## config.mk

```make
export PLATFORM = sky130hd
export DESIGN_NAME = fetch_unit_flat
export DESIGN_NICKNAME = d
export VERILOG_FILES = /design/src/rtl/fetch_if.sv /design/src/rtl/fetch_unit.sv /design/src/flat_wrapper.sv
export SDC_FILE = /design/constraint.sdc
export NUM_CORES = 1
export LEC_CHECK = 0
export CORE_MARGIN = 8
export CORE_UTILIZATION = 50
export CTS_CLUSTER_SIZE = 12
export DETAILED_ROUTE_END_ITERATION = 6
export PLACE_DENSITY_LB_ADDON = 0.05
export SYNTH_ARGS = -nofsm -noshare
export SYNTH_HDL_FRONTEND = slang
export SYNTH_SLANG_ARGS = --single-unit
```

## constraint.sdc

```tcl
create_clock -name clk -period 3.35 [get_ports clk]
set_clock_uncertainty 0.1 [all_clocks]
set_input_delay 0.67 -clock clk [delete_from_list [all_inputs] [get_ports clk]]
set_output_delay 0.67 -clock clk [all_outputs]
set_load 0.02 [all_outputs]
```

## src/rtl/fetch_if.sv

```systemverilog
// Fetch-unit bus: instruction-cache request/response plus the decode-side valid/ready channel.
// The master modport is the fetch unit; the slave modport is the cache/decode environment.
interface fetch_if;
   logic [63:0] ic_addr;
   logic        ic_read_en;
   logic [31:0] ic_data;
   logic        ic_stall;
   logic        redirect_valid;
   logic [63:0] redirect_pc;
   logic        inst_valid;
   logic [31:0] inst;
   logic [63:0] inst_pc;
   logic        inst_ready;

   modport master (
      output ic_addr, ic_read_en, inst_valid, inst, inst_pc,
      input  ic_data, ic_stall, redirect_valid, redirect_pc, inst_ready
   );

   modport slave (
      input  ic_addr, ic_read_en, inst_valid, inst, inst_pc,
      output ic_data, ic_stall, redirect_valid, redirect_pc, inst_ready
   );
endinterface

```

## src/rtl/fetch_unit.sv

```systemverilog
// Instruction fetch front end: PC register, cache request, and a small {pc, inst} queue toward decode.
// A redirect flushes the queue and reloads the PC; the flush takes priority over any pop that cycle.
module fetch_unit #(
   parameter logic [63:0] RESET_PC = 64'h0,
   parameter int          DEPTH    = 2
) (
   input  logic     clk,
   input  logic     rst_n,
   fetch_if.master  bus
);
   localparam int PTR_W   = $clog2(DEPTH);
   localparam int CNT_W   = $clog2(DEPTH) + 1;
   localparam bit IS_POW2 = (DEPTH & (DEPTH - 1)) == 0;

   logic [63:0]      r_pc;
   logic [PTR_W-1:0] r_head;
   logic [PTR_W-1:0] r_tail;
   logic [CNT_W-1:0] r_count;
   logic [63:0]      r_pc_mem   [DEPTH];
   logic [31:0]      r_inst_mem [DEPTH];

   logic w_read_en;
   logic w_push;
   logic w_pop;
   logic w_unused_ok;

   function automatic logic [PTR_W-1:0] ptr_inc(input logic [PTR_W-1:0] p);
      if (IS_POW2)
         return p + PTR_W'(1);
      else
         return (p == PTR_W'(DEPTH - 1)) ? '0 : p + PTR_W'(1);
   endfunction

   // Registered count only, so decode's ready never reaches the cache request path.
   assign w_read_en   = rst_n && !bus.redirect_valid && (r_count < CNT_W'(DEPTH));
   assign w_push      = w_read_en && !bus.ic_stall;
   assign w_pop       = (r_count != '0) && bus.inst_ready && !bus.redirect_valid;
   assign w_unused_ok = &{1'b0, bus.redirect_pc[1:0]};

   always_ff @(posedge clk or negedge rst_n) begin
      if (!rst_n) begin
         r_pc    <= RESET_PC;
         r_head  <= '0;
         r_tail  <= '0;
         r_count <= '0;
         for (int i = 0; i < DEPTH; i++) begin
            r_pc_mem[i]   <= '0;
            r_inst_mem[i] <= '0;
         end
      end else if (bus.redirect_valid) begin
         r_pc    <= {bus.redirect_pc[63:2], 2'b00};
         r_head  <= '0;
         r_tail  <= '0;
         r_count <= '0;
      end else begin
         if (w_push) begin
            r_pc_mem[r_tail]   <= r_pc;
            r_inst_mem[r_tail] <= bus.ic_data;
            r_tail             <= ptr_inc(r_tail);
            r_pc               <= r_pc + 64'd4;
         end
         if (w_pop)
            r_head <= ptr_inc(r_head);
         if (w_push && !w_pop)
            r_count <= r_count + CNT_W'(1);
         else if (w_pop && !w_push)
            r_count <= r_count - CNT_W'(1);
      end
   end

   assign bus.ic_addr    = r_pc;
   assign bus.ic_read_en = w_read_en;
   assign bus.inst_valid = (r_count != '0);
   assign bus.inst       = r_inst_mem[r_head];
   assign bus.inst_pc    = r_pc_mem[r_head];
endmodule

```

## src/flat_wrapper.sv

```systemverilog
// flat-port wrapper written by rule: the top's interface ports become plain ports
module fetch_unit_flat 
#(
   parameter logic [63:0] RESET_PC = 64'h0,
   parameter int          DEPTH    = 2
)
  (clk, rst_n, bus_ic_addr, bus_ic_read_en, bus_inst_valid, bus_inst, bus_inst_pc, bus_ic_data, bus_ic_stall, bus_redirect_valid, bus_redirect_pc, bus_inst_ready);
  fetch_if bus_i ();
  input  logic clk;
  input  logic rst_n;
  output wire logic [$bits(bus_i.ic_addr)-1:0] bus_ic_addr;
  output wire logic [$bits(bus_i.ic_read_en)-1:0] bus_ic_read_en;
  output wire logic [$bits(bus_i.inst_valid)-1:0] bus_inst_valid;
  output wire logic [$bits(bus_i.inst)-1:0] bus_inst;
  output wire logic [$bits(bus_i.inst_pc)-1:0] bus_inst_pc;
  input wire logic [$bits(bus_i.ic_data)-1:0] bus_ic_data;
  input wire logic [$bits(bus_i.ic_stall)-1:0] bus_ic_stall;
  input wire logic [$bits(bus_i.redirect_valid)-1:0] bus_redirect_valid;
  input wire logic [$bits(bus_i.redirect_pc)-1:0] bus_redirect_pc;
  input wire logic [$bits(bus_i.inst_ready)-1:0] bus_inst_ready;
  assign bus_ic_addr = bus_i.ic_addr;
  assign bus_ic_read_en = bus_i.ic_read_en;
  assign bus_inst_valid = bus_i.inst_valid;
  assign bus_inst = bus_i.inst;
  assign bus_inst_pc = bus_i.inst_pc;
  assign bus_i.ic_data = bus_ic_data;
  assign bus_i.ic_stall = bus_ic_stall;
  assign bus_i.redirect_valid = bus_redirect_valid;
  assign bus_i.redirect_pc = bus_redirect_pc;
  assign bus_i.inst_ready = bus_inst_ready;
  fetch_unit #(.RESET_PC(RESET_PC), .DEPTH(DEPTH)) u_core (.clk(clk), .rst_n(rst_n), .bus(bus_i));
endmodule
```

* Word-level counts from Yosys, hierarchy flattened *
Cells that the tools add are included.

cells by class
  $add $sub $neg = 5
  $mul = 0
  divide/modulo/power cells = 0
  magnitude comparators = 4
  equality and inequality tests = 0
  shift operators = 0
  mux-type cells = 21
  bitwise gates (word level) = 3
  reduce and logical (&&, ||, !) cells = 17

operators by type and width
  operator                                                    count
  two-way mux 64 bit                                          6
  bitwise mux 128 bit                                         1
  two-way mux 32 bit                                          4
  adder 64 x 3 -> 64 bit, second input constant               1
  bitwise mux 64 bit                                          1
  demux 64 bit (select 1 bit)                                 1
  demux 32 bit (select 1 bit)                                 1
  logical AND 1 bit                                           8
  two-way mux 2 bit                                           3
  nonzero test 2 bit                                          3
  greater-or-equal comparator 2 bit, second input constant    2
  zero test 1 bit                                             4
  two-way mux 1 bit                                           4
  inverter 1 -> 2 bit                                         2
  nonzero test 3 bit                                          1
  adder 1 bit, second input constant                          2
  adder 2 x 1 -> 2 bit, second input constant                 1
  less-than comparator 2 x 1 -> 1 bit, second input constant  1
  less-than comparator 2 bit, second input constant           1
  AND reduction 2 bit                                         1
  subtractor 2 x 1 -> 2 bit, second input constant            1
  inverter 1 bit                                              1

storage, ports and cells
  register bits after elaboration = 260
  bits in latches = 0
  memory bits (writable) = 0
  bits in read-only memories = 0
  input bits = 101
  output and inout bits = 162
  logic and storage cells = 58
  memories kept = 0

* Logic depth before layout (Yosys ltp) *
  word-level depth = 9
  mapped depth = 8

* Least setup slack after synthesis *
Ideal clock, no wire load.

  path type = flip-flop to flip-flop
  start point = register u_core.r_pc[2] (netlist: u_core.bus.ic_addr[2])
  end point = register u_core.r_pc[58] (netlist: u_core.bus.ic_addr[58])
  arrival = 2.680 ns
  data required time = 3.181 ns
  path slack = 0.500 ns
  stages on the path, launching flop included = 8
  buffers on the path = 1
  period minus slack after synthesis = 2.850 ns
  cells stage by stage = dfrtp_1 -> ha_1 -> nand3_1 -> or4_1 -> clkbuf_1 -> or4_4 -> or4_1 -> nand3_1

between the ends
  word-level cells in the longest chain between the ends = 3

RTL lines
  element                   line              RTL
  start: declaration        fetch_unit.sv:15  logic [63:0] r_pc;
  start signal: assignment  fetch_unit.sv:51  r_pc <= {bus.redirect_pc[63:2], 2'b00};
  start signal: assignment  fetch_unit.sv:60  r_pc <= r_pc + 64'd4;
  adder 64 x 3 -> 64 bit    fetch_unit.sv:60
  two-way mux 64 bit        fetch_unit.sv:56  if (w_push) begin
  two-way mux 64 bit        fetch_unit.sv:50  end else if (bus.redirect_valid) begin

Every way passes these cells. The select of a mux whose other input is x is not followed.
A chain may end at the register's enable or synchronous reset.

* Final worst setup path *
  start point = register u_core.r_head
  end point = output bus_inst_pc[37]

between the ends
  word-level cells in the longest chain between the ends = 4

RTL lines
  element                                                line                RTL
  start: declaration                                     fetch_unit.sv:16    logic [PTR_W-1:0] r_head;
  start signal: assignment                               fetch_unit.sv:63    r_head <= ptr_inc(r_head);
  inverter 1 -> 2 bit (implied by the code)              fetch_unit.sv:75    assign bus.inst_pc = r_pc_mem[r_head];
  two-way mux 64 bit (implied by the code) (3 in a row)  fetch_unit.sv:75
  end: declaration                                       flat_wrapper.sv:15  output wire logic [$bits(bus_i.inst_pc)-1:0] bus_inst_pc;

Every way passes these cells. The select of a mux whose other input is x is not followed.

==> out/results.ini <==
[setup_path]
cp_data_arrival_time_ps=2260
ff2ff_path_depth=6
path_max_fanout=54
rr_endpoint=u_core.bus.ic_addr[58]
regToRegSetupSlack_ps=480
cp.required_ps=2580
end_kind=output port
path_class=register to output port
r2r-start=u_core.bus.ic_addr[3]
cp-start-kind=register

[logic_synthesis]
yosysWarnings=0
synth_top_area_share=0.517
syn-cell-area_um2=12300
syn_area_per_cell_um2=12.0
synth-seq-cells=254
yosys-top-cells-area=dfrtp_1 52%, mux2_2 25%, nand2_1 2.4%, xnor2_1 2.1%, o21ai_0 2.1%
synth-seq-area-share=0.517
yosys.area_share.xor_xnor=0.0307
muxShareOfSynthArea=0.259
synthSimpleGateAreaFrac=0.124
ys_types=50
postSynth.asyncResetShare=1.00
synth_top_family_by_area=multiplexers
synth_cells=1020
synth_top_area_cell=dfrtp_1
synth_edf_count=0
synth_fa_ha_area_frac=0.00102
synth-main-ff-cell=dfrtp_1
synth-compound-area-share=0.0387

[timing]
fin_ws_ps=321
worstMarginPinSlew_ps=941
setup_violations=0
relSlewSlack=0.373
finalSetupTns_ps=0
slew_viol_final=0
max_freq_mhz=330
min_period_ps=3030
period_share=0.904
hold_viol=0
rsz0062_at_grt=false

[pwr]
switching_share=0.286
p_int_mw=7.26
p_leak_nw=6.58
p_clk_frac=0.301
power_per_cell_area_nw_per_um2=629
combPwrFrac=0.283
p_total_mw=10.2
vdd_drop_max_v=0.000473
seqPwrFrac=0.416
switching_power_mw=2.92

[place]
placed_cell_area_um2=15300
place_hpwl_um=23100
place_congestion=0.839
port_buffers=256
dp_slack_ps=98.7
dp_cells=1559

[routing]
drtIter0Drc=745
drc=12
routed_wl_um=33300
wl_met3_um=2200
met2_length_um=15800
ant_nets=0
drt-met1-wl_um=14600
top_layer_used=met5
wl_per_cell_um=20.7
via_per_inst=5.68
vias=9141
dr.pass1.iters=7

[min_path]
hold_class=primary input to async pin

[clock_tree]
cts.sinks=254
cts_root_buffer=clkbuf_16
cts_resized=0
postCtsSetupBuffers=0
cts_tree=yes
cts_buffers=28
insertion_delay_ps=530
clk_pin_slew_ps=60
clockBufferDepth=3
htreeDepth=1

[floorplan]
fp.dieH_um=173
core_um2=24200
start_util=0.507
die_w_um=173
row_count=57
die_area_um2=29800
ios=263

[global_route]
overflow=0
grt_use_total=0.221
grt_pass1_wl_um=54100
grt_pass1_vias=9602
grt_start_max_net_pins=148
antenna_found_initial=4

[finish]
finish.instance_area_um2=16200
nFillCells=1948
drive_above_1_share=0.283
final_net_count=1368
syn2layout_area_growth_pct=31.8
stdcell_count=1609

[status]
outcome=finished, violations left
violations=DRC

[job]
maxCapViolCount=0

[worst max path at each step]
stage / slack (ps) / end / cells past startpoint / start
6_report: 320 / bus_inst_pc[37] / 3 / u_core.r_head
5_1_grt: 240 / bus_inst_pc[8] / 3 / u_core.r_head
3_3_place_gp: 130 / u_core.bus.ic_addr[61] / 6 / bus_ic_stall
3_5_place_dp: 100 / u_core.bus.ic_addr[61] / 6 / bus_ic_stall
4_1_cts: 290 / bus_inst_pc[59] / 3 / u_core.r_head
2_1_floorplan: 500 / u_core.bus.ic_addr[58] / 7 / u_core.bus.ic_addr[2]
[repair_timing]
item / CTS / global route
hold endpoints to repair: 3 / 0
hold buffers: 1 / 0
setup endpoints to repair: 0 / 0
[logic make-up after synthesis]
family                     Yosys count
muxes                              283
xor gates and xnor gates            43
adders and majority gates            1
buffers and inverters               78
DFF                                254
AOI/OAI and AO/OA                   81
other                                1
and+or+nand+nor                    279
[per-stage QoR]
| step | hold slack, ps | util |
|---|---|---|
| final | 110 | 0.668 |
| after global routing | 135 | 0.668 |
| after CTS | 111 | 0.668 |
| after detailed placement | 370 | 0.629 |
| after global placement | 362 | 0.629 |
| after floorplan | 274 | - |
[cell usage in the layout (no fill, tap or decap), drive strengths merged, types with 9 or more instances in the layout]
| master | instances |
|---|---|
| a31oi | 10 |
| and3 | 9 |
| and4 | 9 |
| buf | 30 |
| clkbuf | 40 |
| clkdlybuf4s50 | 254 |
| dfrtp | 254 |
| mux2 | 278 |
| nand2 | 80 |
| nand3 | 23 |
| nand4 | 38 |
| nor2 | 27 |
| nor3 | 16 |
| nor4 | 25 |
| o21ai | 52 |
| or3 | 9 |
| or4 | 17 |
| xnor2 | 30 |
| xor2 | 13 |
[power by group through the flow]
stage	combinational (mW)	clock, mW	sequential, mW
after floorplan	1.65	0	4.20
after global placement	2.88	0	4.24
after detailed placement	2.91	0	4.28
after CTS	2.93	3.13	4.23
after global routing	3.09	3.26	4.33
final	2.88	3.06	4.23
[synthesized netlist by cell type (13+ instances only)]
cell / number
nand2_1: 80
nor2_1: 27
o21ai_0: 52
nor4_1: 25
xnor2_1: 30
or4_1: 13
mux2_2: 278
nand3_1: 23
xor2_1: 13
nand4_1: 37
nor3_1: 16
dfrtp_1: 254
clkbuf_1: 51
[critical path: stages, from the launching register on]
cell and delay (ps):
dfrtp_4 440, buf_12 310, mux2_2 390, clkdlybuf4s50_1 550
[per-layer routing]
| layer | track usage | vias up |
|---|---|---|
| li1 | - | 4210 |
| met1 | 0.292 | 4583 |
| met2 | 0.358 | 291 |
| met3 | 0.0540 | 53 |
| met4 | 0.0600 | 4 |
| met5 | 0 | - |
[registers in the layout (all words and copies together) (netlist names)]
name and count:
u_core.r_inst_mem 64, u_core.r_count 2, u_core.r_tail 1, u_core.r_head 1
u_core.bus.ic_addr 62, u_core.r_pc_mem 124
[cell type report]
type	instances	area, um^2	area share
multi-input cells	691	5600	0.346
clock inverters	7	88.8	0.00549
well taps	324	405	0.0250
repair buffers	285	2870	0.177
inverters	6	22.5	0.00139
diodes	2	5.00	0.000309
flip-flops and latches	254	6360	0.393
clock buffers	40	837	0.0517
Power figures use the tool's default switching activity.
